===== config.mk =====
export PLATFORM = sky130hd
export DESIGN_NAME = hwpe_stream_streamer_cmd_fifo
export DESIGN_NICKNAME = d
export VERILOG_FILES = /design/src/rtl/hwpe_stream_streamer_cmd_fifo_pkg.sv /design/src/rtl/hwpe_stream_streamer_cmd_fifo_mem.sv /design/src/rtl/hwpe_stream_streamer_cmd_fifo.sv
export SDC_FILE = /design/constraint.sdc
export NUM_CORES = 1
export LEC_CHECK = 0
export ABC_AREA = 0
export CAP_MARGIN = 20
export CORE_MARGIN = 4
export CORE_UTILIZATION = 50
export DETAILED_ROUTE_END_ITERATION = 8
export PLACE_DENSITY = 0.73
export SLEW_MARGIN = 25
export SYNTH_ARGS = -nofsm -noshare
export SYNTH_HDL_FRONTEND = slang
export SYNTH_HIERARCHICAL = 1
export SYNTH_SLANG_ARGS = --single-unit

===== constraint.sdc =====
create_clock -name clk_i -period 7.15 [get_ports clk_i]
set_input_delay 1.43 -clock clk_i [delete_from_list [all_inputs] [get_ports clk_i]]
set_output_delay 1.43 -clock clk_i [all_outputs]
set_load 0.005 [all_outputs]

===== src/rtl/hwpe_stream_streamer_cmd_fifo_pkg.sv =====
// Shared streamer types plus the command-FIFO FSM state enum and default depth.
package hwpe_stream_package;

  typedef struct packed {
    logic [31:0] base_addr;
    logic [31:0] trans_size;
    logic [15:0] line_stride;
    logic [15:0] line_length;
    logic [15:0] feat_stride;
    logic [15:0] feat_length;
    logic [15:0] feat_roll;
    logic        loop_outer;
    logic        realign_type;
    logic [7:0]  step;
  } ctrl_addressgen_t;

  typedef struct packed {
    logic             req_start;
    ctrl_addressgen_t addressgen_ctrl;
  } ctrl_sourcesink_t;

  typedef struct packed {
    logic ready_start;
    logic done;
    logic ready_fifo;
  } flags_sourcesink_t;

  typedef enum logic [1:0] {
    CMD_FIFO_IDLE,
    CMD_FIFO_ISSUE,
    CMD_FIFO_RUN
  } cmd_fifo_state_t;

  localparam int unsigned HWPE_STREAM_CMD_FIFO_DEPTH_DEFAULT = 4;

endpackage


===== src/rtl/hwpe_stream_streamer_cmd_fifo_mem.sv =====
// Descriptor storage: DEPTH-entry circular buffer with head read-out and count.
module hwpe_stream_streamer_cmd_fifo_mem
  import hwpe_stream_package::*;
#(
  parameter int unsigned DEPTH     = HWPE_STREAM_CMD_FIFO_DEPTH_DEFAULT,
  parameter int unsigned CNT_WIDTH = $clog2(DEPTH+1)
) (
  input  logic                 clk_i,
  input  logic                 rst_ni,
  input  logic                 clear_i,
  input  logic                 push_i,
  input  logic                 pop_i,
  input  ctrl_sourcesink_t     data_i,
  output ctrl_sourcesink_t     head_o,
  output logic [CNT_WIDTH-1:0] count_o
);

  localparam int unsigned PTR_W = $clog2(DEPTH);

  ctrl_sourcesink_t     mem_q [DEPTH];
  logic [PTR_W-1:0]     wr_ptr_q, rd_ptr_q;
  logic [CNT_WIDTH-1:0] count_q;

  // Slot contents carry no reset; only the pointers define validity.
  always_ff @(posedge clk_i) begin
    if (push_i) mem_q[wr_ptr_q] <= data_i;
  end

  // Pointer and occupancy update; flush has priority over push/pop.
  always_ff @(posedge clk_i) begin
    if (!rst_ni || clear_i) begin
      wr_ptr_q <= '0;
      rd_ptr_q <= '0;
      count_q  <= '0;
    end else begin
      if (push_i) wr_ptr_q <= wr_ptr_q + PTR_W'(1);
      if (pop_i)  rd_ptr_q <= rd_ptr_q + PTR_W'(1);
      case ({push_i, pop_i})
        2'b10:   count_q <= count_q + CNT_WIDTH'(1);
        2'b01:   count_q <= count_q - CNT_WIDTH'(1);
        default: count_q <= count_q;
      endcase
    end
  end

  assign head_o  = mem_q[rd_ptr_q];
  assign count_o = count_q;

endmodule


===== src/rtl/hwpe_stream_streamer_cmd_fifo.sv =====
// Command buffer in front of the streamer: queues descriptors, issues one
// req_start pulse per job, waits for done, and counts completed jobs.
module hwpe_stream_streamer_cmd_fifo
  import hwpe_stream_package::*;
#(
  parameter int unsigned DEPTH         = HWPE_STREAM_CMD_FIFO_DEPTH_DEFAULT,
  parameter int unsigned CNT_WIDTH     = $clog2(DEPTH+1),
  parameter int unsigned JOB_CNT_WIDTH = 16
) (
  input  logic                     clk_i,
  input  logic                     rst_ni,
  input  logic                     test_mode_i,
  input  logic                     clear_i,
  input  logic                     cmd_valid_i,
  output logic                     cmd_ready_o,
  input  ctrl_sourcesink_t         cmd_i,
  output ctrl_sourcesink_t         streamer_ctrl_o,
  input  flags_sourcesink_t        streamer_flags_i,
  output logic [CNT_WIDTH-1:0]     pending_o,
  output logic                     busy_o,
  output logic                     job_done_o,
  output logic [JOB_CNT_WIDTH-1:0] jobs_done_o
);

  cmd_fifo_state_t          state_q;
  ctrl_sourcesink_t         ctrl_q;
  ctrl_sourcesink_t         head;
  logic                     job_done_q;
  logic [JOB_CNT_WIDTH-1:0] jobs_done_q;
  logic [CNT_WIDTH-1:0]     count;
  logic                     push, pop;

  // Only ready_start and done matter; the rest is kept for interface shape.
  logic unused_inputs;
  assign unused_inputs = ^{test_mode_i, streamer_flags_i.ready_fifo};

  // Ready looks only at occupancy, so a full FIFO refuses even in a pop cycle.
  assign cmd_ready_o = (count != CNT_WIDTH'(DEPTH));
  assign push        = cmd_valid_i && cmd_ready_o;
  assign pop         = (state_q == CMD_FIFO_IDLE) && (count != '0) && streamer_flags_i.ready_start;

  hwpe_stream_streamer_cmd_fifo_mem #(
    .DEPTH     (DEPTH),
    .CNT_WIDTH (CNT_WIDTH)
  ) i_mem (
    .clk_i   (clk_i),
    .rst_ni  (rst_ni),
    .clear_i (clear_i),
    .push_i  (push),
    .pop_i   (pop),
    .data_i  (cmd_i),
    .head_o  (head),
    .count_o (count)
  );

  // Issue FSM with registered descriptor, completion pulse and job counter.
  always_ff @(posedge clk_i) begin
    if (!rst_ni || clear_i) begin
      state_q     <= CMD_FIFO_IDLE;
      ctrl_q      <= '0;
      job_done_q  <= 1'b0;
      jobs_done_q <= '0;
    end else begin
      job_done_q <= 1'b0;
      case (state_q)
        CMD_FIFO_IDLE: begin
          if (pop) begin
            ctrl_q           <= head;
            ctrl_q.req_start <= 1'b1;
            state_q          <= CMD_FIFO_ISSUE;
          end
        end
        CMD_FIFO_ISSUE: begin
          ctrl_q.req_start <= 1'b0;
          state_q          <= CMD_FIFO_RUN;
        end
        CMD_FIFO_RUN: begin
          if (streamer_flags_i.done) begin
            job_done_q  <= 1'b1;
            jobs_done_q <= jobs_done_q + JOB_CNT_WIDTH'(1);
            state_q     <= CMD_FIFO_IDLE;
          end
        end
        default: state_q <= CMD_FIFO_IDLE;
      endcase
    end
  end

  assign streamer_ctrl_o = ctrl_q;
  assign pending_o       = count;
  assign busy_o          = (state_q != CMD_FIFO_IDLE) || (count != '0);
  assign job_done_o      = job_done_q;
  assign jobs_done_o     = jobs_done_q;

endmodule


==> run metrics, run 1 <==
result of the run=finished clean; static leakage power=11.1 nW; Critical Path Source=streamer_flags_i[2]; starting utilization of the core area=50.7%; number of antenna violations at the first check in global routing=8; layout overhead on the synthesized area=23.7%; overall die width=248 µm; DIE AREA=61,300 µm²; syn_nets=1,790; number of instances in the synthesized netlist=1,620; PwrDens=274 nW/µm²; Reg2Reg Launch Point=i_mem/count_o[0]; number of search-and-repair iterations in the first detailed-routing pass=4; Register Area=22,200 µm²; Worst-Skew Late Latency=620 ps; DRC violations left=0; weighted congestion at the end of routability-driven global placement=0.736; Min-Delay Path Depth=2; number of buffers inserted by post-CTS setup repair=0; relative slew slack=30.6%; setup repair after global routing missed its margin=no; Worst Path Arrival=4270 ps; routed length per placed instance=22.0 µm; worst hold path type=register to register; Setup Total Neg Slack=0 ps; Tightest Pin Transition=1040 ps; number of input and output port buffers inserted=336; number of clock sinks=799; Via-to-Cell Ratio=5.43; post-CTS clock slew at the launch and capture registers of the worst setup and hold paths=60 ps; ratio of cells with drive above 1 in the final layout=14.7%; WL final=61.6 mm; largest clock skew in the final design=24.1 ps; setup violators final=0; initial drt markers=888; CP startpoint kind=primary input; endpoints failing hold=0; H-Tree Level Count=3; Post-CTS Hold Buffers=0; R2R Setup Slk=4120 ps; final net count=2,136; Reg2Reg Capture Point=i_mem/count_o[2]; final clock period utilization by the worst path=52.3%; count of yosys warnings during synthesis=6; total via count in the routed design=15,200; maximum achievable frequency=267 MHz; final number of max-transition violations=0; per-instance average area after synthesis=17.7 µm²; maximum number of pins on one net before global-route repair=175; combined area of the multi-input logic cells=6090 µm²; CP endpoint=i_mem/count_o[2]; Filler Cell Count=3,994; cell row count=87; wire length of the first global-routing pass=93.5 mm; worst hold start=streamer_ctrl_o[22]; CP Data Required Time=7680 ps; HPWL after detailed placement=34.3 mm; crit path capture type=register; standard cell core area=56,600 µm²; buffer levels on the longest clock path=3; Global Route Usage Sum=20.2%; # resized after CTS=0; CTS Root Buffer Type=sky130_fd_sc_hd__clkbuf_16; number of global-route vias before repair=15,900; worst ir drop on vdd=0.254 mV; critical-path maximum fanout=99; total power=9.73 mW; clock tree from TritonCTS=done; depth of the worst register-to-register path=9; Synth Cell Area=28,700 µm²; CTS Buf Count=81; die extent in y=248 µm; category of the most critical setup path=primary input to register; remaining antenna violation count=0; max-cap violations=0; I/O pins=340; total congestion overflow=0; minimum clock period=3740 ps
[stage by stage]
| step | util (%) | cell area, µm² | setup slack (ps) | hold slack [ps] | instances |
|---|---|---|---|---|---|
| after global placement | 58.0 | 32800 | 2830 | 442 | 2638 |
| after global routing | 62.7 | 35500 | 3300 | 464 | 2793 |
| final | 62.8 | 35500 | 3410 | 452 | 2797 |
| after CTS | 62.7 | 35500 | 3430 | 454 | 2790 |
| after floorplan | - | 28700 | 1420 | 453 | 1620 |
| after detailed placement | 58.0 | 32800 | 2780 | 447 | 2638 |
[metal layers]
layer | part of all wire, % | global-route usage (%) | vias up | routed length [µm]
met4 | 2.4 | 5.53 | 2 | 1450
met3 | 6.3 | 5.33 | 95 | 3860
li1 | - | - | 6872 | -
met1 | 40 | 24.9 | 7838 | 24300
met2 | 52 | 35.4 | 370 | 31900
met5 | 0.021 | 0 | - | 13
[sequential cells by signal, summed over array words and instances, names as in the netlist, named ones only]
signal and cells:
state_q 2, jobs_done_o 16, i_mem/rd_ptr_q 2, streamer_ctrl_o 155, i_mem/count_o 3, job_done_o 1
i_mem/wr_ptr_q 2, i_mem/mem_q 616
[worst max-delay path, stage by stage]
cell                              delay, ps
sky130_fd_sc_hd__clkdlybuf4s50_1        450
sky130_fd_sc_hd__nand3b_1               210
sky130_fd_sc_hd__inv_6                  700
sky130_fd_sc_hd__ha_1                   340
sky130_fd_sc_hd__inv_1                   70
sky130_fd_sc_hd__fa_1                   400
sky130_fd_sc_hd__xor2_1                 170
sky130_fd_sc_hd__or3_1                  310
sky130_fd_sc_hd__a21oi_1                150
[worst min path at each step]
stage	slack, ps	end
6_report	450	streamer_ctrl_o[22]
5_1_grt	460	streamer_ctrl_o[145]
4_1_cts	450	streamer_ctrl_o[22]
3_5_place_dp	450	streamer_ctrl_o[0]
3_3_place_gp	440	streamer_ctrl_o[153]
2_1_floorplan	450	streamer_ctrl_o[0]
[power breakdown]
part           switching (mW)  internal (mW)  total (mW)
registers              0.0304           5.11        5.14
clock network            1.69           2.47        4.16
logic                   0.221          0.206       0.427
[cell usage in the layout, fill, tap and decap left out, types with 3 or more instances in the layout]
cell and count:
sky130_fd_sc_hd__nor2_1 22, sky130_fd_sc_hd__bufinv_16 5, sky130_fd_sc_hd__mux4_2 154, sky130_fd_sc_hd__edfxtp_1 616, sky130_fd_sc_hd__buf_4 9, sky130_fd_sc_hd__clkbuf_8 12, sky130_fd_sc_hd__inv_1 9, sky130_fd_sc_hd__and2_4 4
sky130_fd_sc_hd__nor3_1 3, sky130_fd_sc_hd__clkinv_2 9, sky130_fd_sc_hd__buf_12 6, sky130_fd_sc_hd__dfxtp_1 181, sky130_fd_sc_hd__nand2_1 317, sky130_fd_sc_hd__clkinv_8 4, sky130_fd_sc_hd__nand3_1 4, sky130_fd_sc_hd__clkinv_1 3
sky130_fd_sc_hd__xor2_1 8, sky130_fd_sc_hd__nand4_1 4, sky130_fd_sc_hd__o21ai_0 6, sky130_fd_sc_hd__or3_1 6, sky130_fd_sc_hd__ha_1 6, sky130_fd_sc_hd__diode_2 6, sky130_fd_sc_hd__clkdlybuf4s50_1 336, sky130_fd_sc_hd__xnor2_1 6
sky130_fd_sc_hd__clkbuf_1 31, sky130_fd_sc_hd__a21oi_1 164, sky130_fd_sc_hd__inv_6 4, sky130_fd_sc_hd__clkbuf_16 83
[cell type report]
class | count | share of cell area (%)
flip-flops and latches | 799 | 62.4
multi-input cells | 721 | 17.1
repair buffers | 353 | 10.1
clock buffers | 126 | 6.64
well taps | 756 | 2.66
clock inverters | 26 | 0.888
inverters | 10 | 0.120
diodes | 6 | 0.0423
(Power assumes the default switching activity.)
==> run 2, diff against run 1 <==
--- a/config.mk
+++ b/config.mk
@@ -10,7 +10,7 @@
 export CORE_MARGIN = 4
 export CORE_UTILIZATION = 50
 export DETAILED_ROUTE_END_ITERATION = 8
-export PLACE_DENSITY = 0.73
+export PLACE_DENSITY = 0.75
 export SLEW_MARGIN = 25
 export SYNTH_ARGS = -nofsm -noshare
 export SYNTH_HDL_FRONTEND = slang
==> constraint.sdc (replaced) <==
create_clock -name clk_i -period 3.42 [get_ports clk_i]
set_input_delay 0.684 -clock clk_i [delete_from_list [all_inputs] [get_ports clk_i]]
set_output_delay 0.684 -clock clk_i [all_outputs]
set_load 0.005 [all_outputs]
==> run 2 against run 1 <==
Critical endpoint is now busy_o. First-iteration DRC count is 10% higher. Core utilization is 0.62 points higher. Count of clock-buffer cells in the layout is 15 lower. Power up 110%. Critical path depth down 6. Highest routed layer unchanged. Design area up 0.98%. Setup slack got worse by 2400 ps. Clock skew barely moved. Sequential share of layout area decreased by 0.61 points. Global-route usage rose by 0.48 points. Clock power grew 110%.
==> run metrics, run 2 (synthesis gave the netlist of run 1 again) <==
PwrDens=571 nW/µm²; Post-CTS Hold Buffers=0; Worst-Skew Late Latency=620 ps; number of input and output port buffers inserted=336; most flop-heavy register=i_mem/mem_q; library cell contributing the largest single delay on the critical path=sky130_fd_sc_hd__clkdlybuf4s50_1; Setup Total Neg Slack=0 ps; maximum achievable frequency=413 MHz; number of search-and-repair iterations in the first detailed-routing pass=5; worst ir drop on vdd=0.480 mV; result of the run=finished clean; Via-to-Cell Ratio=5.48; relative slew slack=41.2%; static leakage power=11.2 nW; final clock period utilization by the worst path=70.9%; HPWL after detailed placement=36.7 mm; Filler Cell Count=3,925; remaining antenna violation count=0; ratio of cells with drive above 1 in the final layout=15.8%; standard cell core area=56,600 µm²; minimum clock period=2420 ps; Switching Fraction=20.0%; clock tree from TritonCTS=done; number of clock sinks=799; design internal power=16.4 mW; depth of the worst register-to-register path=9; die extent in y=248 µm; instance area at placement=33,200 µm²; I/O pins=340; routed length per placed instance=22.3 µm; Global Route Usage Sum=20.6%; crit path capture type=primary output; final number of max-transition violations=0; number of antenna violations at the first check in global routing=10; final net count=2,163; layout overhead on the synthesized area=24.9%; worst hold path type=register to register; number of global-route vias before repair=16,300; Min-Delay Path Depth=2; largest clock skew in the final design=24.0 ps; most common library cell in the layout ignoring fill and taps=sky130_fd_sc_hd__edfxtp_1; cells along the critical path=nor3_1 -> nand2_1 -> clkdlybuf4s50_1; relative contribution of combinational cells to total power=4.5%; total congestion overflow=0; Worst Path Arrival=1740 ps; CTS Root Buffer Type=sky130_fd_sc_hd__clkbuf_16; initial drt markers=981; Place WS=642 ps; total power=20.5 mW; setup repair after global routing missed its margin=no; total via count in the routed design=15,500; post-CTS clock slew at the launch and capture registers of the worst setup and hold paths=60 ps; Slowest Stage Delay on Critical Path=450 ps; starting utilization of the core area=50.7%; final instance area=35,900 µm²; CTS Buf Count=80; Clock Power Share=43.0%; setup violators final=0; DRC violations left=0; flip-flop count of the largest register, all copies and words added=616; number of buffers inserted by post-CTS setup repair=0; overall die width=248 µm; wire length of the first global-routing pass=95.9 mm; category of the most critical setup path=register to primary output; final worst slack=996 ps; H-Tree Level Count=3; Psw=4.09 mW; DIE AREA=61,300 µm²; weighted congestion at the end of routability-driven global placement=0.751; CP startpoint kind=register; max-cap violations=0; maximum number of pins on one net before global-route repair=157; cell row count=87; WL final=63.1 mm; sequential share of power=52.5%; commonest cells after routing, fill and taps aside=sky130_fd_sc_hd__edfxtp_1 (616), sky130_fd_sc_hd__clkdlybuf4s50_1 (336), sky130_fd_sc_hd__nand2_1 (317), sky130_fd_sc_hd__dfxtp_1 (181), sky130_fd_sc_hd__a21oi_1 (164); CP Data Required Time=2740 ps; endpoints failing hold=0; critical-path maximum fanout=5; Tightest Pin Transition=882 ps; # resized after CTS=0; buffer levels on the longest clock path=3
## run 2: power by group through the flow
| stage | clock network [mW] | logic (mW) | registers [mW] |
|---|---|---|---|
| detailed placement | 0 | 0.929 | 11.0 |
| global route | 9.46 | 0.997 | 10.8 |
| CTS | 9.00 | 0.936 | 10.8 |
| finish | 8.82 | 0.924 | 10.8 |
| global placement | 0 | 0.907 | 10.9 |
| floorplan | 0 | 0.433 | 11.0 |
## run 2: layer usage
| layer | up-vias | GRT usage [%] | routed length [µm] | share of wire [%] |
|---|---|---|---|---|
| met2 | 428 | 35.2 | 32600 | 52 |
| met3 | 85 | 6.05 | 4700 | 7.4 |
| met5 | - | 0 | 61 | 0.097 |
| met1 | 8003 | 25.6 | 24500 | 39 |
| li1 | 6944 | - | - | - |
| met4 | 8 | 6.72 | 1220 | 1.9 |
## run 2: worst paths after layout
| check | endpoint | slack [ps] | from |
|---|---|---|---|
| worst min register to register | streamer_ctrl_o[117] | 450 | streamer_ctrl_o[117] |
| worst max-delay path | busy_o | 1000 | i_mem/count_o[2] |
| worst max register to register | i_mem/count_o[2] | 1180 | i_mem/count_o[0] |
| worst min-delay path | streamer_ctrl_o[117] | 450 | streamer_ctrl_o[117] |
## run 2: area by class of cell
class,count,area (µm²),share of cell area [%]
clock inverter,38,410,1.14
antenna,7,17.5,0.0488
timing repair buffer,381,3930,10.9
sequential,799,22200,61.8
inverter,10,42.5,0.119
multi-input combinational,721,6090,17.0
tap,756,946,2.64
clock buffer,111,2270,6.34
## run 2: metrics by stage
step	util, %	hold slack, ps	cells
4_1_cts	63.3	455	2816
6_report	63.4	454	2823
3_5_place_dp	58.6	446	2667
5_1_grt	63.4	466	2821
2_1_floorplan	-	453	1620
3_3_place_gp	58.6	441	2667
## run 2: worst max-delay path, delay by kind of cell (launching register included)
kind,cells,cell delay [ps]
buffers and inverters,1,450
flip-flops,1,350
AND/OR/NAND/NOR,2,320
==> run 3, diff against run 2 <==
--- a/config.mk
+++ b/config.mk
@@ -10,7 +10,7 @@
 export CORE_MARGIN = 4
 export CORE_UTILIZATION = 50
 export DETAILED_ROUTE_END_ITERATION = 8
-export PLACE_DENSITY = 0.75
+export PLACE_DENSITY = 0.73
 export SLEW_MARGIN = 25
 export SYNTH_ARGS = -nofsm -noshare
 export SYNTH_HDL_FRONTEND = slang
==> constraint.sdc (replaced) <==
create_clock -name clk_i -period 2.3 [get_ports clk_i]
set_input_delay 0.46 -clock clk_i [delete_from_list [all_inputs] [get_ports clk_i]]
set_output_delay 0.46 -clock clk_i [all_outputs]
set_load 0.005 [all_outputs]
==> run 3 against run 2 <==
Clock power increased by 51%. Sequential power increased by 48%. Flip-flop and latch count unchanged. First-iteration DRC count increased by 1.5%. Sequential share of layout area decreased by 1.0 points. Non-clock buffer count increased by 36. Routed wire length increased by 0.42%. Critical path depth increased by 1. Largest power group unchanged.
==> run metrics, run 3 (synthesis gave the netlist of run 1 again) <==
result of the run=finished clean; standard cell core area=56,600 µm²; CP endpoint=cmd_ready_o; total number of cells along the worst setup path=4; final hold slack=453 ps; number of global-route vias before repair=16,400; maximum number of pins on one net before global-route repair=156; minimum clock period=2160 ps; Reg2Reg Launch Point=i_mem/count_o[1]; WL final=63.3 mm; DIE AREA=61,300 µm²; CP Data Required Time=1840 ps; endpoints failing hold=0; max-cap violations=0; wire length of the first global-routing pass=96.5 mm; Tightest Pin Transition=867 ps; CTS Buf Count=81; most common library cell in the layout ignoring fill and taps=sky130_fd_sc_hd__edfxtp_1; depth of the worst register-to-register path=11; number of buffers inserted by post-CTS setup repair=0; setup violators final=0; Critical Path Source=i_mem/count_o[1]; number of search-and-repair iterations in the first detailed-routing pass=5; static leakage power=11.5 nW; CTS Root Buffer Type=sky130_fd_sc_hd__clkbuf_16; Global Route Usage Sum=20.6%; DRC violations left=0; largest clock skew in the final design=21.0 ps; number of clock sinks=799; H-Tree Level Count=3; flip-flop count of the largest register, all copies and words added=616; setup repair after global routing missed its margin=no; ratio of cells with drive above 1 in the final layout=17.9%; number of input and output port buffers inserted=336; Setup Total Neg Slack=0 ps; total power=30.7 mW; crit path buf inv count=2; remaining antenna violation count=0; worst ir drop on vdd=0.626 mV; R2R Setup Slk=150 ps; Reg2Reg Capture Point=i_mem/count_o[2]; CP startpoint kind=register; final number of max-transition violations=0; initial drt markers=996; crit path capture type=primary output; Worst path top cell family by delay=buffers and inverters; overall die width=248 µm; total congestion overflow=0; I/O pins=340; number of antenna violations at the first check in global routing=14; weighted congestion at the end of routability-driven global placement=0.795; most flop-heavy register=i_mem/mem_q; final clock period utilization by the worst path=93.8%; worst hold path type=register to register; total via count in the routed design=15,700; Worst Path Arrival=1700 ps; Via-to-Cell Ratio=5.48; cell row count=87; relative slew slack=42.2%; die extent in y=248 µm; category of the most critical setup path=register to primary output; Slowest Stage Delay on Critical Path=500 ps; cells along the critical path=buf_4 -> nor2_1 -> nand2_1 -> clkdlybuf4s50_1; commonest cells after routing, fill and taps aside=sky130_fd_sc_hd__edfxtp_1 (616), sky130_fd_sc_hd__clkdlybuf4s50_1 (336), sky130_fd_sc_hd__nand2_1 (317), sky130_fd_sc_hd__dfxtp_1 (181), sky130_fd_sc_hd__a21oi_1 (164); library cell contributing the largest single delay on the critical path=sky130_fd_sc_hd__clkdlybuf4s50_1; HPWL after detailed placement=39.2 mm; critical-path maximum fanout=4; clock tree from TritonCTS=done; buffer levels on the longest clock path=3; starting utilization of the core area=50.7%; layout overhead on the synthesized area=27.0%; Worst-Skew Late Latency=600 ps; PwrDens=842 nW/µm²; post-CTS clock slew at the launch and capture registers of the worst setup and hold paths=60 ps; maximum achievable frequency=464 MHz; final net count=2,200; routed length per placed instance=22.2 µm
==> run 3: cell types whose count changed in the layout (fill, tap and decap cells not counted), sizes merged <==
cell,delta
buf,+36
clkinv,-6
clkbuf,+5
clkinvlp,+2
bufinv,-1
diode,-1
==> run 3: worst register-to-register path: cells and delay by family, from the launching register on <==
kind                       cells  cell delay [ps]
adders and majority gates      2              560
xor gates and xnor gates       1              160
buffers and inverters          3              250
and+or+nand+nor                4              620
AOI/OAI and AO/OA              1              160
DFF                            1              320
==> run 3: report_power, final <==
part	switching (mW)	total (mW)	leakage (nW)	internal (mW)
Combinational	0.720	1.45	3.06	0.729
Clock	5.29	13.3	1.35	7.99
Sequential	0.0995	16.0	7.13	15.9
Total	6.11	30.7	11.5	24.6
==> run 3: what timing repair did <==
| action | 4_1_cts | 5_1_grt |
|---|---|---|
| setup endpoints to repair | 0 | 1 |
| hold buffers | 0 | 0 |
| gates resized for setup | 0 | 1 |
==> run 3: area by class of cell <==
type | count | area [µm²]
fill | 3956 | 20100
clock buffer | 116 | 2370
timing repair buffer | 417 | 4460
tap | 756 | 946
multi-input combinational | 721 | 6090
antenna | 6 | 15.0
sequential | 799 | 22200
clock inverter | 33 | 373
inverter | 10 | 42.5
==> run 3: through the flow <==
| step | area [µm²] | instances | setup slack [ps] | utilization [%] |
|---|---|---|---|---|
| after floorplan | 28700 | 1620 | 2.87 | - |
| after global placement | 33700 | 2703 | -204 | 59.5 |
| after detailed placement | 33700 | 2703 | -220 | 59.5 |
| after CTS | 36500 | 2852 | 47.0 | 64.4 |
| after global routing | 36500 | 2854 | 57.4 | 64.4 |
| final | 36500 | 2858 | 144 | 64.4 |
==> run 3: worst min path at each step <==
stage	end	slack (ps)	startpoint	cells past startpoint
2_1_floorplan	streamer_ctrl_o[0]	450	streamer_ctrl_o[0]	2
3_3_place_gp	streamer_ctrl_o[84]	440	streamer_ctrl_o[84]	2
3_5_place_dp	streamer_ctrl_o[44]	450	streamer_ctrl_o[44]	2
4_1_cts	i_mem/mem_q[3][8]	440	cmd_i[8]	1
5_1_grt	i_mem/mem_q[2][5]	450	cmd_i[5]	1
6_report	streamer_ctrl_o[85]	450	streamer_ctrl_o[85]	2
==> run 3: routing by layer <==
layer	part of all wire (%)	track usage, %	vias up
met5	0.18	0	-
met4	2.4	6.34	18
met3	8.5	6.42	114
met2	50	34.1	498
met1	39	26.6	8035
li1	-	-	7003
